$ cat src/rtl/csr_file.sv
// Machine-mode CSR file and trap sequencer beside execute; 32- or 64-bit XLEN from one source.
// Latency: reads/illegal flag combinational (pre-write value); writes visible next cycle; redirect registered, 1 cycle.
// Backpressure: none; every access, trap and MRET is accepted in the cycle it is presented.
module csr_file #(
    parameter int              XLEN        = 64,   // 32 or 64 only
    parameter int              HART_ID     = 0,
    parameter logic [XLEN-1:0] RESET_MTVEC = '0
) (
    input  logic            clk_i,
    input  logic            rst_i,
    input  logic            csr_valid_i,
    input  logic [1:0]      csr_op_i,
    input  logic [11:0]     csr_addr_i,
    input  logic [XLEN-1:0] csr_wdata_i,
    output logic [XLEN-1:0] csr_rdata_o,
    output logic            csr_illegal_o,
    input  logic            trap_valid_i,
    input  logic [XLEN-1:0] trap_cause_i,
    input  logic [XLEN-1:0] trap_pc_i,
    input  logic [XLEN-1:0] trap_tval_i,
    input  logic            mret_i,
    input  logic            irq_sw_i,
    input  logic            irq_timer_i,
    input  logic            irq_ext_i,
    output logic            irq_pending_o,
    output logic [XLEN-1:0] irq_cause_o,
    output logic            redirect_valid_o,
    output logic [XLEN-1:0] redirect_pc_o
);

    localparam logic [1:0] OP_NONE = 2'b00;
    localparam logic [1:0] OP_RW   = 2'b01;
    localparam logic [1:0] OP_RS   = 2'b10;

    localparam logic [11:0] A_MSTATUS  = 12'h300;
    localparam logic [11:0] A_MISA     = 12'h301;
    localparam logic [11:0] A_MIE      = 12'h304;
    localparam logic [11:0] A_MTVEC    = 12'h305;
    localparam logic [11:0] A_MSTATUSH = 12'h310;
    localparam logic [11:0] A_MSCRATCH = 12'h340;
    localparam logic [11:0] A_MEPC     = 12'h341;
    localparam logic [11:0] A_MCAUSE   = 12'h342;
    localparam logic [11:0] A_MTVAL    = 12'h343;
    localparam logic [11:0] A_MIP      = 12'h344;
    localparam logic [11:0] A_MHARTID  = 12'hF14;

    localparam bit              HAS_MSTATUSH = (XLEN == 32);
    localparam logic [1:0]      MXL          = (XLEN == 32) ? 2'd1 : 2'd2;
    localparam logic [XLEN-1:0] MISA_VAL     = {MXL, {(XLEN-11){1'b0}}, 9'h100};

    // The three machine interrupt sources share one layout for mie, mip and arbitration.
    typedef struct packed {
        logic meie;
        logic mtie;
        logic msie;
    } irq_vec_t;

    // Architectural state
    logic            mstatus_mie;
    logic            mstatus_mpie;
    irq_vec_t        mie_q;
    irq_vec_t        mip_q;
    logic [XLEN-3:0] mtvec_base;
    logic [1:0]      mtvec_mode;
    logic [XLEN-1:0] mscratch_q;
    logic [XLEN-1:0] mepc_q;
    logic [XLEN-1:0] mcause_q;
    logic [XLEN-1:0] mtval_q;
    logic            redirect_vld_q;
    logic [XLEN-1:0] redirect_pc_q;

    // Read-side views and access decode
    logic [XLEN-1:0] mstatus_val;
    logic [XLEN-1:0] mie_val;
    logic [XLEN-1:0] mip_val;
    logic [XLEN-1:0] old_val;
    logic [XLEN-1:0] new_val;
    logic            addr_impl;
    logic            addr_ro;
    logic            addr_hartid;
    logic            wants_write;
    logic            csr_we;

    // Trap target and interrupt arbitration
    logic [XLEN-1:0] tvec_base_addr;
    logic [XLEN:0]   vec_sum;
    logic [XLEN-1:0] trap_target;
    irq_vec_t        pend_vec;
    logic [3:0]      irq_code;
    logic            unused_bits;

    // Assemble the bit-sparse CSRs from their stored fields
    always_comb begin
        mstatus_val        = '0;
        mstatus_val[12:11] = 2'b11;
        mstatus_val[7]     = mstatus_mpie;
        mstatus_val[3]     = mstatus_mie;
        mie_val            = '0;
        mie_val[11]        = mie_q.meie;
        mie_val[7]         = mie_q.mtie;
        mie_val[3]         = mie_q.msie;
        mip_val            = '0;
        mip_val[11]        = mip_q.meie;
        mip_val[7]         = mip_q.mtie;
        mip_val[3]         = mip_q.msie;
    end

    // Address decode: old value, whether implemented, whether writes are dropped
    always_comb begin
        old_val     = '0;
        addr_impl   = 1'b1;
        addr_ro     = 1'b0;
        addr_hartid = 1'b0;
        case (csr_addr_i)
            A_MHARTID: begin
                old_val     = XLEN'(HART_ID);
                addr_ro     = 1'b1;
                addr_hartid = 1'b1;
            end
            A_MISA: begin
                old_val = MISA_VAL;
                addr_ro = 1'b1;
            end
            A_MSTATUS:  old_val = mstatus_val;
            A_MSTATUSH: begin
                if (HAS_MSTATUSH) begin
                    addr_ro = 1'b1;
                end else begin
                    addr_impl = 1'b0;
                end
            end
            A_MIE:      old_val = mie_val;
            A_MIP: begin
                old_val = mip_val;
                addr_ro = 1'b1;
            end
            A_MTVEC:    old_val = {mtvec_base, mtvec_mode};
            A_MSCRATCH: old_val = mscratch_q;
            A_MEPC:     old_val = mepc_q;
            A_MCAUSE:   old_val = mcause_q;
            A_MTVAL:    old_val = mtval_q;
            default:    addr_impl = 1'b0;
        endcase
    end

    // RS/RC with a zero operand are pure reads, so they are legal even on mhartid
    assign wants_write = (csr_op_i == OP_RW) || (csr_wdata_i != '0);

    assign csr_illegal_o = csr_valid_i &&
                           (!addr_impl || (csr_op_i == OP_NONE) || (addr_hartid && wants_write));
    assign csr_rdata_o   = old_val;

    // Read-modify-write value for the three access flavours
    always_comb begin
        new_val = csr_wdata_i;
        if (csr_op_i == OP_RS) begin
            new_val = old_val | csr_wdata_i;
        end else if (csr_op_i != OP_RW) begin
            new_val = old_val & ~csr_wdata_i;
        end
    end

    // Trap and MRET pre-empt the CSR write completely in the same cycle
    assign csr_we = csr_valid_i && !csr_illegal_o && wants_write && !addr_ro &&
                    !trap_valid_i && !mret_i;

    // Vectored mode only applies to interrupts; exceptions always land on BASE
    assign tvec_base_addr = {mtvec_base, 2'b00};
    assign vec_sum        = {1'b0, tvec_base_addr} + {trap_cause_i[XLEN-2:0], 2'b00};
    assign trap_target    = ((mtvec_mode == 2'd1) && trap_cause_i[XLEN-1]) ?
                            vec_sum[XLEN-1:0] : tvec_base_addr;
    assign unused_bits    = ^{vec_sum[XLEN], trap_pc_i[1:0]};

    // Fixed-priority interrupt pick: external, then software, then timer
    always_comb begin
        pend_vec = mip_q & mie_q;
        irq_code = 4'd0;
        if (pend_vec.meie) begin
            irq_code = 4'd11;
        end else if (pend_vec.msie) begin
            irq_code = 4'd3;
        end else if (pend_vec.mtie) begin
            irq_code = 4'd7;
        end
    end

    assign irq_pending_o = mstatus_mie && (|pend_vec);
    assign irq_cause_o   = irq_pending_o ? {1'b1, {(XLEN-5){1'b0}}, irq_code} : '0;

    // Interrupt lines are sampled through a single flop into mip
    always_ff @(posedge clk_i) begin
        if (rst_i) begin
            mip_q <= '0;
        end else begin
            mip_q <= '{meie: irq_ext_i, mtie: irq_timer_i, msie: irq_sw_i};
        end
    end

    // mstatus interrupt-enable stack: trap pushes, MRET pops, CSR write lowest
    always_ff @(posedge clk_i) begin
        if (rst_i) begin
            mstatus_mie  <= 1'b0;
            mstatus_mpie <= 1'b0;
        end else if (trap_valid_i) begin
            mstatus_mpie <= mstatus_mie;
            mstatus_mie  <= 1'b0;
        end else if (mret_i) begin
            mstatus_mie  <= mstatus_mpie;
            mstatus_mpie <= 1'b1;
        end else if (csr_we && (csr_addr_i == A_MSTATUS)) begin
            mstatus_mie  <= new_val[3];
            mstatus_mpie <= new_val[7];
        end
    end

    // Trap recording and ordinary CSR writes
    always_ff @(posedge clk_i) begin
        if (rst_i) begin
            mie_q      <= '0;
            mtvec_base <= RESET_MTVEC[XLEN-1:2];
            mtvec_mode <= RESET_MTVEC[1:0];
            mscratch_q <= '0;
            mepc_q     <= '0;
            mcause_q   <= '0;
            mtval_q    <= '0;
        end else if (trap_valid_i) begin
            mepc_q   <= {trap_pc_i[XLEN-1:2], 2'b00};
            mcause_q <= trap_cause_i;
            mtval_q  <= trap_tval_i;
        end else if (csr_we) begin
            case (csr_addr_i)
                A_MIE:      mie_q <= '{meie: new_val[11], mtie: new_val[7], msie: new_val[3]};
                A_MTVEC: begin
                    mtvec_base <= new_val[XLEN-1:2];
                    // Reserved modes leave the current mode in place
                    if (!new_val[1]) begin
                        mtvec_mode <= new_val[1:0];
                    end
                end
                A_MSCRATCH: mscratch_q <= new_val;
                A_MEPC:     mepc_q     <= {new_val[XLEN-1:2], 2'b00};
                A_MCAUSE:   mcause_q   <= new_val;
                A_MTVAL:    mtval_q    <= new_val;
                default: ;
            endcase
        end
    end

    // One-cycle redirect pulse per trap/MRET; target is zero when idle
    always_ff @(posedge clk_i) begin
        if (rst_i) begin
            redirect_vld_q <= 1'b0;
            redirect_pc_q  <= '0;
        end else begin
            redirect_vld_q <= trap_valid_i || mret_i;
            if (trap_valid_i) begin
                redirect_pc_q <= trap_target;
            end else if (mret_i) begin
                redirect_pc_q <= mepc_q;
            end else begin
                redirect_pc_q <= '0;
            end
        end
    end

    assign redirect_valid_o = redirect_vld_q;
    assign redirect_pc_o    = redirect_pc_q;

endmodule

$ cat config.mk
export PLATFORM = sky130hd
export DESIGN_NAME = csr_file
export DESIGN_NICKNAME = d
export VERILOG_FILES = /design/src/rtl/csr_file.sv
export SDC_FILE = /design/constraint.sdc
export NUM_CORES = 1
export LEC_CHECK = 0
export BUFFER_PORTS_ARGS = -buffer_cell sky130_fd_sc_hd__buf_2
export CAP_MARGIN = 15
export CORE_MARGIN = 5
export CORE_UTILIZATION = 35
export CTS_CLUSTER_DIAMETER = 30
export DETAILED_ROUTE_END_ITERATION = 10
export PLACE_DENSITY = 0.62
export SLEW_MARGIN = 10
export SYNTH_ARGS = -nofsm -noshare
export SYNTH_HDL_FRONTEND = slang
export SYNTH_SLANG_ARGS = --single-unit
$ cat constraint.sdc
create_clock -name clk_i -period 6.4 [get_ports clk_i]
set_input_delay 0.32 -clock clk_i [delete_from_list [all_inputs] [get_ports clk_i]]
set_output_delay 0.32 -clock clk_i [all_outputs]
set_load 0.02 [all_outputs]
# Yosys cells after proc, flatten, opt, wreduce, memory -nomap -nowiden
# Cells that the tools add are included.
# totals
reg_bits	390
inputBits	278
elab_cells	101
# classes
add_sub_neg	1
eq_ne	13
bitwise_logic	6
reduce_logical	38
muxes	27
# ops
operator	count
64-bit two-way mux	15
64-bit one-hot mux with 9 select lines	1
12-bit by 10-bit == test with 1-bit output, second input constant	9
64-bit adder	1
64-bit bitwise AND	1
64-bit NOT	1
64-bit OR	1
64-bit nonzero test	1
12-bit == test, second input constant	1
1-bit logical AND	10
2-bit nonzero test	5
10-bit OR reduction	1
3-bit AND reduction	3
1-bit two-way mux	8
3-bit two-way mux	2
2-bit AND reduction	3
3-bit OR reduction	2
1-bit logical NOT	5
1-bit logical OR	4
4-bit two-way mux	1
4-bit AND reduction	1
3-bit bitwise AND	1
3-bit nonzero test	1
2-bit by 1-bit == test with 1-bit output, second input constant	1
5 further kinds	6

# Longest topological paths before layout
# logic_depth
ltp_word	17
mapped_depth	14

# Least setup slack after synthesis
# Ideal clock, no wire load.
# synth_timing
path_type	input to register
from	input csr_addr_i[11]
to	register mtval_q[48]
arrival_ns	3.096
setup_slack_ns	3.239
cell_stages	11
path_cell_list	or3_1 -> clkbuf_1 -> nor4_1 -> buf_2 -> buf_2 -> a22oi_1 -> o21ai_0 -> o221ai_1 -> o21ai_0 -> mux2i_1 -> nor2_1
# synth_between
elab_cells_between_ends	38
cone_classes	10 x eq/ne; 9 x mux; 2 x bitwise; 17 x reduce/logical
# synth_rtl
item	line_no	text
start: declaration	13	input logic [11:0] csr_addr_i,
12-bit by 10-bit == test with 1-bit output	114	case (csr_addr_i)
64-bit one-hot mux with 9 select lines *	114	
via csr_rdata_o[48]	15	output logic [XLEN-1:0] csr_rdata_o,
64-bit bitwise AND	159	new_val = old_val & ~csr_wdata_i;
64-bit two-way mux	158	end else if (csr_op_i != OP_RW) begin
64-bit two-way mux *	156	if (csr_op_i == OP_RS) begin
64-bit two-way mux *	231	case (csr_addr_i)
64-bit two-way mux *	230	end else if (csr_we) begin
64-bit two-way mux *	226	end else if (trap_valid_i) begin
end signal: assignment	229	mtval_q <= trap_tval_i;
end signal: assignment	243	A_MTVAL: mtval_q <= new_val;
end: declaration	68	logic [XLEN-1:0] mtval_q;
# The timed path passes the listed nets; every way through them passes the cells marked *. The select of a mux whose other input is x is not followed.
# A chain may end at the register's enable or synchronous reset.

# Worst setup path after layout
# layout_timing
from	input trap_cause_i[3]
to	register redirect_pc_q[63] (netlist: redirect_pc_o[63])
# layout_between
elab_chain_len	3
# layout_lines
item	line_no	text
start: declaration	18	input logic [XLEN-1:0] trap_cause_i,
64-bit adder	169	assign vec_sum = {1'b0, tvec_base_addr} + {trap_cause_i[XLEN-2:0], 2'b00};
64-bit two-way mux	170	assign trap_target = ((mtvec_mode == 2'd1) && trap_cause_i[XLEN-1]) ?
64-bit two-way mux	256	if (trap_valid_i) begin
end signal: assignment	257	redirect_pc_q <= trap_target;
end signal: assignment	259	redirect_pc_q <= mepc_q;
end: declaration	70	logic [XLEN-1:0] redirect_pc_q;
# No other way between the ends.

==> results.yml <==
run_status:
  status: "finished, final reports clean"
finish:
  area_delta_synth_final_pct: 33.76
  final_nets: 4043
  fin_cells: 4697
  drive_gt1_share_pct: 18.71
  design_area_um2: 32230
  utilization_pct: 47.08
flow_run:
  maxCapViolations: 0
clock_network:
  cts.sinks: 388
  htreeDepth: 3
  cts_buffer_depth: 3
  cts_tree: "done"
  cts_root_buffer: "clkbuf_16"
  cts_buffers: 110
  cts_resized: 0
  insertion_delay_ps: 670
  cts_hold_buf: 179
  post_cts_buffers: 0
  clk_pin_slew_ps: 40
critical_path:
  cpPeakStageDelay_ps: 960
  required_ps: 6910
  cp_cell_sequence: "dlygate4sd3_1, buf_2, ha_1, and2_1, a221oi_1, a21boi_0, o211a_1, o21ai_0, a211o_1, a21oi_1, o2111ai_1, nor3b_1"
  crit_type: "input pin to flop"
  crit_path_end_kind: "flop"
  cp-start-kind: "input pin"
  crit_slowest_cell: "o21ai_0"
  worst-path-buf-inv: 2
  crit_arrival_ps: 4810
  worstPathMaxFanout: 6
  cp_top_family: "compound AO/OA/AOI/OAI gates"
routing:
  drt_first_pass_iters: 9
  ant_nets: 0
  drc: 0
  first_iter_violations: 3179
  wire_per_inst_um: 24.68
  drt-total-wl_um: 115900
  vias: 27327
  via_per_inst: 5.818
power_and_ir_drop:
  ir_drop_mv: 0.1886
  power_leakage_nw: 13.57
  p_total_mw: 9.493
  powerDensity_nw_per_um2: 294.5
global_routing:
  grt_pass1_wl_um: 166700
  antenna_found_initial: 16
  grt_max_degree: 117
  grt_pass1_vias: 25857
  grt_use_total_pct: 29.37
  overflow: 0
sta:
  layout_min_cycle_time_ps: 4303
  skew_ps: 34.72
  rsz0062_at_grt: "false"
  finalSetupViolations: 0
  drv_slew: 0
  final.setup.tns_ps: 0
  worst_pin_slew_ps: 1239
  slew-limit-headroom_pct: 16.56
  max_freq_ghz: 0.2324
  period_share_pct: 67.23
  hold_viol_final: 0
logic_synthesis:
  yosysMostFrequentCell: "nand2_1"
  synth-simple-area-share_pct: 21.13
  synthMuxAreaShare_pct: 4.211
  synth_edf_count: 0
  synth.distinct_cells: 78
  synth_common_cells: "609 x nand2_1, 388 x dfxtp_1, 354 x nor2_1"
  ys.warnings.count: 0
  synth_seq_cells: 388
  syn_area_um2: 24100
  synth_flop_cell: "dfxtp_1"
  synthXorXnorAreaFrac_pct: 3.816
  synth_cells: 3234
  yosysTopAreaCellShare_pct: 32.23
  synth_fa_ha_area_share_pct: 3.250
  synth_area_leaders: "dfxtp_1 32%, nand2_1 9.5%, a21oi_1 6.3%, nor2_1 5.5%, mux2i_1 3.7%"
  avgSynthCellArea_um2: 7.451
  synth_area_leader_cell: "dfxtp_1"
  ys_seq_area_share_pct: 32.23
  synth_top_family_by_area: "compound AO/OA/AOI/OAI gates"
  async_flop_share_pct: 0
  synth_compound_gate_area_share_pct: 28.29
placed_design:
  dpl.hpwl_um: 79030
  dpl-instance-area_um2: 26310
  port-buffer-count: 409
  routabilityCongestion: 0.9469
  placedCellCount: 4294
worst_hold_path:
  hold_path_class: "input pin to flop"
floorplan:
  dieArea_um2: 74200
  start_util_pct: 35.20
  die_w_um: 272.4
  core-area_um2: 68470
  die_y_um: 272.4
  io_pins: 473
  rows: 96
placed cells by master (no fill, tap or decap), types with 53 or more instances in the layout:
cell type	synthesis	layout
nand2_1	609	608
buf_2	26	405
dfxtp_1	388	388
nor2_1	354	351
a21oi_1	303	303
dlygate4sd3_1	0	179
o21ai_0	159	159
clkbuf_16	0	112
mux2i_1	89	89
xnor2_1	88	88
a222oi_1	68	68
a22oi_1	62	62
ha_1	61	61
conb_1	1	61
o221ai_1	59	59
nor3_1	54	54
a211oi_1	53	53
stage by stage:
step / hold slack [ps] / worst slack (ps)
floorplan: 429.4 / 3239
global placement: 438.0 / 2168
detailed placement: 443.4 / 2138
CTS: 0.9212 / 2243
global route: 7.496 / 1853
finish: 25.59 / 2097
worst register-to-register path, delay by kind of cell, from the launching register on:
family,cells,cell delay (ps)
AO/OA/AOI/OAI,7,2860
adder cells (fa/ha/maj),1,340
AND/OR/NAND/NOR,2,600
flip-flops,1,330
area by class of cell:
type                       instances  area [µm²]
fill                            6799       36230
multi-input combinational       2547       14920
sequential                       388        7767
timing repair buffer             630        4209
clock buffer                     145        3077
tap                              882        1104
clock inverter                    65        1018
inverter                          26       105.1
antenna                           14       35.03
cell families after synthesis:
kind of cell	Yosys count
buf+inv	359
mux	100
flops	388
compound gates	1014
other cells	1
fa+ha+maj	62
xor+xnor	105
simple gates	1205
layer usage:
| metal | vias up | global-route usage, % | share of wire [%] |
|---|---|---|---|
| met3 | 290 | 6.193 | 9.8 |
| met5 | - | 0 | 0.022 |
| met2 | 1615 | 47.32 | 45 |
| met4 | 6 | 13.52 | 4.8 |
| li1 | 12611 | - | - |
| met1 | 12805 | 37.79 | 40 |
final timing paths:
kind	start	end	slack, ps	cells after the start
worst min-delay path	trap_cause_i[2]	mcause_q[2]	30	3
worst min register to register	mscratch_q[39]	mscratch_q[39]	450	2
worst max-delay path	trap_cause_i[3]	redirect_pc_o[63]	2100	12
worst max register to register	mtvec_base[3]	redirect_pc_o[63]	2120	10
state kept, by name (all words and copies together), names as in the netlist:
| name | cells |
|---|---|
| mtval_q | 64 |
| mstatus_mie | 1 |
| mtvec_mode | 1 |
| redirect_valid_o | 1 |
| mepc_q | 62 |
| mcause_q | 64 |
| mtvec_base | 62 |
| mscratch_q | 64 |
| mie_q | 3 |
| mstatus_mpie | 1 |
| mip_q | 3 |
| redirect_pc_o | 62 |
power breakdown:
group	total [mW]	internal [mW]	leakage, nW	switching [mW]
registers	2.57	2.51	3.17	0.0587
clock network	6.02	4.29	1.99	1.74
logic	0.900	0.342	8.41	0.558
(Power assumes the default switching activity.)
